[config.mk]
export PLATFORM = sky130hd
export DESIGN_NAME = display_arbiter_flat
export DESIGN_NICKNAME = d
export VERILOG_FILES = /design/src/rtl/display_arbiter_if.sv /design/src/rtl/display_arbiter.sv /design/src/flat_wrapper.sv
export SDC_FILE = /design/constraint.sdc
export NUM_CORES = 1
export LEC_CHECK = 0
export ABC_AREA = 1
export BUFFER_PORTS_ARGS = -buffer_cell sky130_fd_sc_hd__buf_2
export CORE_MARGIN = 3
export CORE_UTILIZATION = 45
export DETAILED_ROUTE_END_ITERATION = 12
export PLACE_DENSITY = 0.65
export SLEW_MARGIN = 20
export SYNTH_ARGS = -nofsm -noshare
export SYNTH_HDL_FRONTEND = slang
export SYNTH_SLANG_ARGS = --single-unit
[constraint.sdc]
create_clock -name clk -period 2 [get_ports clk]
set_input_delay 0.4 -clock clk [delete_from_list [all_inputs] [get_ports clk]]
set_output_delay 0.4 -clock clk [all_outputs]
set_load 0.05 [all_outputs]
[src/rtl/display_arbiter_if.sv]
// Row-write request bus between the two writers and the LED frame arbiter,
// plus the scanned matrix outputs.
interface display_arbiter_if;
  logic       clr;
  logic       a_strobe;
  logic [2:0] a_row;
  logic [7:0] a_val;
  logic       b_strobe;
  logic [2:0] b_row;
  logic [7:0] b_val;
  logic       a_busy;
  logic       b_busy;
  logic [7:0] row_sel;
  logic [7:0] col_data;
  logic       frame_start;

  modport master (
    output clr, a_strobe, a_row, a_val, b_strobe, b_row, b_val,
    input  a_busy, b_busy, row_sel, col_data, frame_start
  );

  modport slave (
    input  clr, a_strobe, a_row, a_val, b_strobe, b_row, b_val,
    output a_busy, b_busy, row_sel, col_data, frame_start
  );
endinterface

[src/rtl/display_arbiter.sv]
// 8x8 LED frame buffer shared by two row writers (round-robin, one commit per
// cycle) with a continuous one-row-at-a-time scan-out.
module display_arbiter #(
  parameter int unsigned SCAN_DIV = 1000
) (
  input  logic               clk,
  input  logic               reset,
  display_arbiter_if.slave   bus
);

  localparam int unsigned CW = (SCAN_DIV > 1) ? $clog2(SCAN_DIV) : 1;
  localparam logic [CW-1:0] CNT_MAX = CW'(SCAN_DIV - 1);

  typedef enum logic {PORT_A, PORT_B} port_e;

  logic [7:0]    buf_q [8];
  logic [7:0]    buf_d [8];
  logic          a_vld_q, a_vld_d;
  logic [2:0]    a_row_q, a_row_d;
  logic [7:0]    a_val_q, a_val_d;
  logic          b_vld_q, b_vld_d;
  logic [2:0]    b_row_q, b_row_d;
  logic [7:0]    b_val_q, b_val_d;
  port_e         last_q, last_d;
  logic [CW-1:0] cnt_q, cnt_d;
  logic [2:0]    scan_row_q, scan_row_d;
  logic [7:0]    row_sel_q, row_sel_d;
  logic [7:0]    col_data_q, col_data_d;
  logic          frame_start_q, frame_start_d;
  logic          grant_a, grant_b, wrap;

  always_comb begin
    buf_d         = buf_q;
    a_vld_d       = a_vld_q;
    a_row_d       = a_row_q;
    a_val_d       = a_val_q;
    b_vld_d       = b_vld_q;
    b_row_d       = b_row_q;
    b_val_d       = b_val_q;
    last_d        = last_q;
    cnt_d         = cnt_q;
    scan_row_d    = scan_row_q;
    row_sel_d     = row_sel_q;
    col_data_d    = col_data_q;
    frame_start_d = 1'b0;

    grant_a = a_vld_q && (!b_vld_q || last_q == PORT_B);
    grant_b = b_vld_q && !grant_a;

    if (grant_a) begin
      buf_d[a_row_q] = a_val_q;
      a_vld_d        = 1'b0;
      last_d         = PORT_A;
    end else if (grant_b) begin
      buf_d[b_row_q] = b_val_q;
      b_vld_d        = 1'b0;
      last_d         = PORT_B;
    end

    // A fresh strobe refills the slot even while its old contents commit.
    if (bus.a_strobe) begin
      a_vld_d = 1'b1;
      a_row_d = bus.a_row;
      a_val_d = bus.a_val;
    end
    if (bus.b_strobe) begin
      b_vld_d = 1'b1;
      b_row_d = bus.b_row;
      b_val_d = bus.b_val;
    end

    if (bus.clr) begin
      for (int unsigned i = 0; i < 8; i++) buf_d[i] = '0;
      a_vld_d = 1'b0;
      b_vld_d = 1'b0;
      last_d  = PORT_B;
    end

    wrap = (cnt_q == CNT_MAX);
    cnt_d = wrap ? '0 : cnt_q + 1'b1;
    // Row load reads the pre-edge buffer, so same-edge writes show next scan.
    if (wrap) begin
      scan_row_d    = scan_row_q + 3'd1;
      row_sel_d     = 8'b1 << scan_row_d;
      col_data_d    = buf_q[scan_row_d];
      frame_start_d = (scan_row_d == 3'd0);
    end
  end

  always_ff @(posedge clk or negedge reset) begin
    if (!reset) begin
      buf_q         <= '{default: '0};
      a_vld_q       <= 1'b0;
      a_row_q       <= '0;
      a_val_q       <= '0;
      b_vld_q       <= 1'b0;
      b_row_q       <= '0;
      b_val_q       <= '0;
      last_q        <= PORT_B;
      cnt_q         <= '0;
      scan_row_q    <= '0;
      row_sel_q     <= 8'h01;
      col_data_q    <= '0;
      frame_start_q <= 1'b0;
    end else begin
      buf_q         <= buf_d;
      a_vld_q       <= a_vld_d;
      a_row_q       <= a_row_d;
      a_val_q       <= a_val_d;
      b_vld_q       <= b_vld_d;
      b_row_q       <= b_row_d;
      b_val_q       <= b_val_d;
      last_q        <= last_d;
      cnt_q         <= cnt_d;
      scan_row_q    <= scan_row_d;
      row_sel_q     <= row_sel_d;
      col_data_q    <= col_data_d;
      frame_start_q <= frame_start_d;
    end
  end

  assign bus.a_busy      = a_vld_q;
  assign bus.b_busy      = b_vld_q;
  assign bus.row_sel     = row_sel_q;
  assign bus.col_data    = col_data_q;
  assign bus.frame_start = frame_start_q;

endmodule

[src/flat_wrapper.sv]
// flat-port wrapper written by rule: the top's interface ports become plain ports
module display_arbiter_flat 
#(
  parameter int unsigned SCAN_DIV = 1000
)
  (clk, reset, bus_clr, bus_a_strobe, bus_a_row, bus_a_val, bus_b_strobe, bus_b_row, bus_b_val, bus_a_busy, bus_b_busy, bus_row_sel, bus_col_data, bus_frame_start);
  display_arbiter_if bus_i ();
  input  logic clk;
  input  logic reset;
  input wire logic [$bits(bus_i.clr)-1:0] bus_clr;
  input wire logic [$bits(bus_i.a_strobe)-1:0] bus_a_strobe;
  input wire logic [$bits(bus_i.a_row)-1:0] bus_a_row;
  input wire logic [$bits(bus_i.a_val)-1:0] bus_a_val;
  input wire logic [$bits(bus_i.b_strobe)-1:0] bus_b_strobe;
  input wire logic [$bits(bus_i.b_row)-1:0] bus_b_row;
  input wire logic [$bits(bus_i.b_val)-1:0] bus_b_val;
  output wire logic [$bits(bus_i.a_busy)-1:0] bus_a_busy;
  output wire logic [$bits(bus_i.b_busy)-1:0] bus_b_busy;
  output wire logic [$bits(bus_i.row_sel)-1:0] bus_row_sel;
  output wire logic [$bits(bus_i.col_data)-1:0] bus_col_data;
  output wire logic [$bits(bus_i.frame_start)-1:0] bus_frame_start;
  assign bus_i.clr = bus_clr;
  assign bus_i.a_strobe = bus_a_strobe;
  assign bus_i.a_row = bus_a_row;
  assign bus_i.a_val = bus_a_val;
  assign bus_i.b_strobe = bus_b_strobe;
  assign bus_i.b_row = bus_b_row;
  assign bus_i.b_val = bus_b_val;
  assign bus_a_busy = bus_i.a_busy;
  assign bus_b_busy = bus_i.b_busy;
  assign bus_row_sel = bus_i.row_sel;
  assign bus_col_data = bus_i.col_data;
  assign bus_frame_start = bus_i.frame_start;
  display_arbiter #(.SCAN_DIV(SCAN_DIV)) u_core (.clk(clk), .reset(reset), .bus(bus_i));
endmodule
==> flow_metrics.tcl <==
set metrics [dict create \
    cp.arrival_ps 2060 \
    crit-reg2reg-launch "u_core.last_q$_DFFE_PN1P_" \
    clkPwrFrac 0.446 \
    min_period_ps 1700 \
    p_leak_uw 0.00463 \
    cts_tree "done" \
    max_freq_mhz 589 \
    die_area_sq_um 18500 \
    cts_num_sinks 119 \
    p_sw_frac 0.305 \
    clk_pin_slew_ps 60 \
    p_switching_uw 2050 \
    hold_path.startpoint "bus_b_val[1]" \
    clk_latency_ps 420 \
    core_area_sq_um 16200 \
    yosys.area_share.xor_xnor 0.00575 \
    max_stage_delay_ps 510 \
    gp_congestion 0.889 \
    synthMuxAreaShare 0 \
    slew_headroom 0.634 \
    io_pins 46 \
    ys.flop_type "dfrtp_1" \
    synth.distinct_cells 29 \
    htree_levels 4 \
    syn_inst 1167 \
    first_global_vias 7141 \
    drt-initial-drc-count 742 \
    worstPathCellList "inv_1 -> nand2_2 -> nand3_2 -> inv_1 -> nand2_1 -> o21ai_2 -> nand2_1 -> nand2_1" \
    crit_required_ps 2360 \
    r2r_slack_ps 300 \
    hpwl_um 15400 \
    fin_area_sq_um 8570 \
    root_buffer "clkbuf_16" \
    synth.cell_area_sq_um 7610 \
    tightest_slew_ps 549 \
    clockBufferDepth 2 \
    drt_wl_total_um 22400 \
    worstPathMaxFanout 8 \
    routed_via_density 5.37 \
    drc 0 \
    finalClockSkew_ps 11.6 \
    r2r_end "u_core.buf_q[19]$_DFFE_PN0P_" \
    synth_edf_count 0 \
    r2r_cells 8 \
    cp_top_family "simple AND/OR/NAND/NOR gates" \
    status "finished clean" \
    die_y_um 136 \
    async_reset_ff_frac 1.00 \
    powerDensity_nw_per_um2 785 \
    seqPwrFrac 0.408 \
    vias 7577 \
    cts_setup_buffers 0 \
    min_path_cells 3 \
    hold_class "in2reg" \
    power_frac_comb 0.146 \
    synth_top_family_by_area "simple AND/OR/NAND/NOR gates" \
    first_pass_iters 5 \
    grtUsageTotal 0.256 \
    synth_nets 1200 \
    start_util 0.469 \
    rsz0062_at_grt "no" \
    worstHoldEndpoint "u_core.b_val_q[1]$_DFFE_PN0P_" \
    finalSetupViolations 0 \
    grt_overflow_total 0 \
    antenna_cells 0 \
    grt_pass1_wl_um 37100 \
    path_class "reg2reg" \
    numCtsBuffers 17 \
    worstPathBufferInverterCount 2 \
    timing.final.crit_share 0.849 \
    crit_path_end_kind "register" \
    syn_to_final_growth_pct 12.7 \
    tns_ps 0 \
    antenna_found_initial 0 \
    p_int_uw 4680 \
    yosysWarnings 0 \
    ys_ff_latch 119 \
    fp-row-count 46 \
    startpoint_type "register" \
    drive_above_1_share 0.123 \
    fin_nets 1216 \
    port_buffers 45 \
    die_width_um 136 \
    peakVddDrop_mv 0.585 \
    seq_area_frac_synth 0.392 \
    synth_fa_ha_area_frac 0.00986 \
    post_dp_cell_area_sq_um 7990 \
    wl_per_cell_um 15.9 \
    synth.avg_cell_area_sq_um 6.52 \
    grt_max_degree 51 \
    maxCapViolCount 0 \
    path_common_cell "nand2_1" \
    synth_compound_area_frac 0.0209 \
    slowest_stage "dfstp_2" \
    maxSlewViolCount 0 \
    synthSimpleGateAreaFrac 0.491 \
    finalHoldViolCount 0 \
    ant_nets 0 \
]
==> flip-flops by register name (all words and copies together), names as in the netlist <==
signal	count
u_core.a_row_q	3
u_core.a_val_q	8
u_core.b_row_q	3
u_core.b_val_q	8
u_core.buf_q	64
u_core.bus.a_busy	1
u_core.bus.b_busy	1
u_core.bus.col_data	8
u_core.bus.frame_start	1
u_core.bus.row_sel	8
u_core.cnt_q	10
u_core.last_q	1
u_core.scan_row_q	3
==> cell usage in the layout, fill, tap and decap left out, types with 2 or more instances in the layout <==
master | synthesis | layout
o21ai_0 | 12 | 12
bufinv_16 | 0 | 2
buf_12 | 0 | 5
nand3_1 | 75 | 75
clkbuf_16 | 0 | 17
inv_2 | 2 | 2
nor3_1 | 4 | 4
a21oi_1 | 3 | 3
nand4_1 | 80 | 80
ha_1 | 6 | 6
nor2_1 | 91 | 91
nand2_1 | 607 | 607
o21ai_2 | 8 | 8
clkinv_1 | 2 | 2
nor2_2 | 10 | 10
nand3_2 | 2 | 2
xor2_1 | 4 | 4
nor2_4 | 9 | 9
buf_4 | 14 | 29
clkinvlp_4 | 0 | 3
clkinv_4 | 0 | 3
buf_2 | 29 | 44
clkinv_2 | 0 | 3
nand2_2 | 2 | 2
inv_1 | 43 | 43
dfstp_2 | 2 | 2
dfrtp_1 | 117 | 117
inv_6 | 0 | 3
==> logic make-up (layout without fill, tap and decap cells) <==
kind of cell	Yosys count	count (layout)
DFF	119	119
buffers and inverters	130	159
and+or+nand+nor	882	882
xor gates and xnor gates	5	5
adders and majority gates	6	6
AOI/OAI and AO/OA	25	25
==> timing repair <==
item / in CTS / in global routing
gates resized for setup: 0 / 0
hold endpoints to repair: 30 / 0
hold buffers: 1 / 0
==> through the flow <==
step	std cells	worst slack, ps	hold WS, ps	total power (uW)	utilization
global placement	1379	348	382	3740	0.492
floorplan	1167	15.5	104	3400	-
detailed placement	1379	307	378	3750	0.492
finish	1412	303	172	6730	0.528
global route	1412	135	180	7030	0.528
CTS	1412	321	163	6770	0.528
==> worst min-delay path, cell delays in order <==
cell and delay (ps):
buf_2 70, nand2_1 40, nand2_1 50
==> how the worst max path moves through the flow <==
| stage | start | slack [ps] | cells after the start | end |
|---|---|---|---|---|
| 5_1_grt | u_core.last_q$_DFFE_PN1P_ | 140 | 8 | u_core.buf_q[45]$_DFFE_PN0P_ |
| 2_1_floorplan | u_core.scan_row_q[0]$_DFFE_PN0N_ | 20 | 11 | u_core.bus.col_data[5]$_DFFE_PN0N_ |
| 3_5_place_dp | bus_clr | 310 | 7 | u_core.buf_q[51]$_DFFE_PN0P_ |
| 6_report | u_core.last_q$_DFFE_PN1P_ | 300 | 8 | u_core.buf_q[19]$_DFFE_PN0P_ |
| 3_3_place_gp | bus_clr | 350 | 7 | u_core.buf_q[48]$_DFFE_PN0P_ |
| 4_1_cts | u_core.last_q$_DFFE_PN1P_ | 320 | 8 | u_core.buf_q[51]$_DFFE_PN0P_ |
==> synth_stat cells (2+ instances only) <==
cell / instances / share of area
nand2_1: 607 / 0.30
dfrtp_1: 117 / 0.38
nor2_1: 91 / 0.045
nand4_1: 80 / 0.066
nand3_1: 75 / 0.049
inv_1: 43 / 0.021
clkbuf_1: 34 / 0.017
buf_2: 29 / 0.019
buf_4: 14 / 0.014
o21ai_0: 12 / 0.0079
nor2_2: 10 / 0.0082
nor2_4: 9 / 0.013
o21ai_2: 8 / 0.0092
ha_1: 6 / 0.0099
buf_6: 5 / 0.0074
nor3_1: 4 / 0.0026
xor2_1: 4 / 0.0046
a21oi_1: 3 / 0.0020
clkinv_1: 2 / 0.00099
dfstp_2: 2 / 0.0069
inv_2: 2 / 0.00099
nand2_2: 2 / 0.0016
nand3_2: 2 / 0.0026
==> area by class of cell <==
cell class	count	area, sq um
Clock buffer	18	429
Clock inverter	14	150
Fill cell	1683	7660
Inverter	48	183
Multi-Input combinational cell	918	4010
Sequential cell	119	2980
Tap cell	216	270
Timing Repair Buffer	79	548
==> power by group through the flow <==
stage	logic, uW	registers [uW]	clock network, uW
floorplan	758	2640	0
global placement	961	2780	0
detailed placement	972	2780	0
CTS	978	2740	3050
global route	1110	2760	3170
finish	982	2750	3000
==> per-layer routing <==
metal	vias up	part of all wire	track usage	wire, um
met3	63	0.070	0.0500	1570
met2	307	0.44	0.387	9840
met1	3482	0.46	0.360	10300
met5	-	0	0	0
li1	3725	-	-	-
met4	0	0.031	0.106	699
No activity file was read; power rests on OpenSTA's default activity.
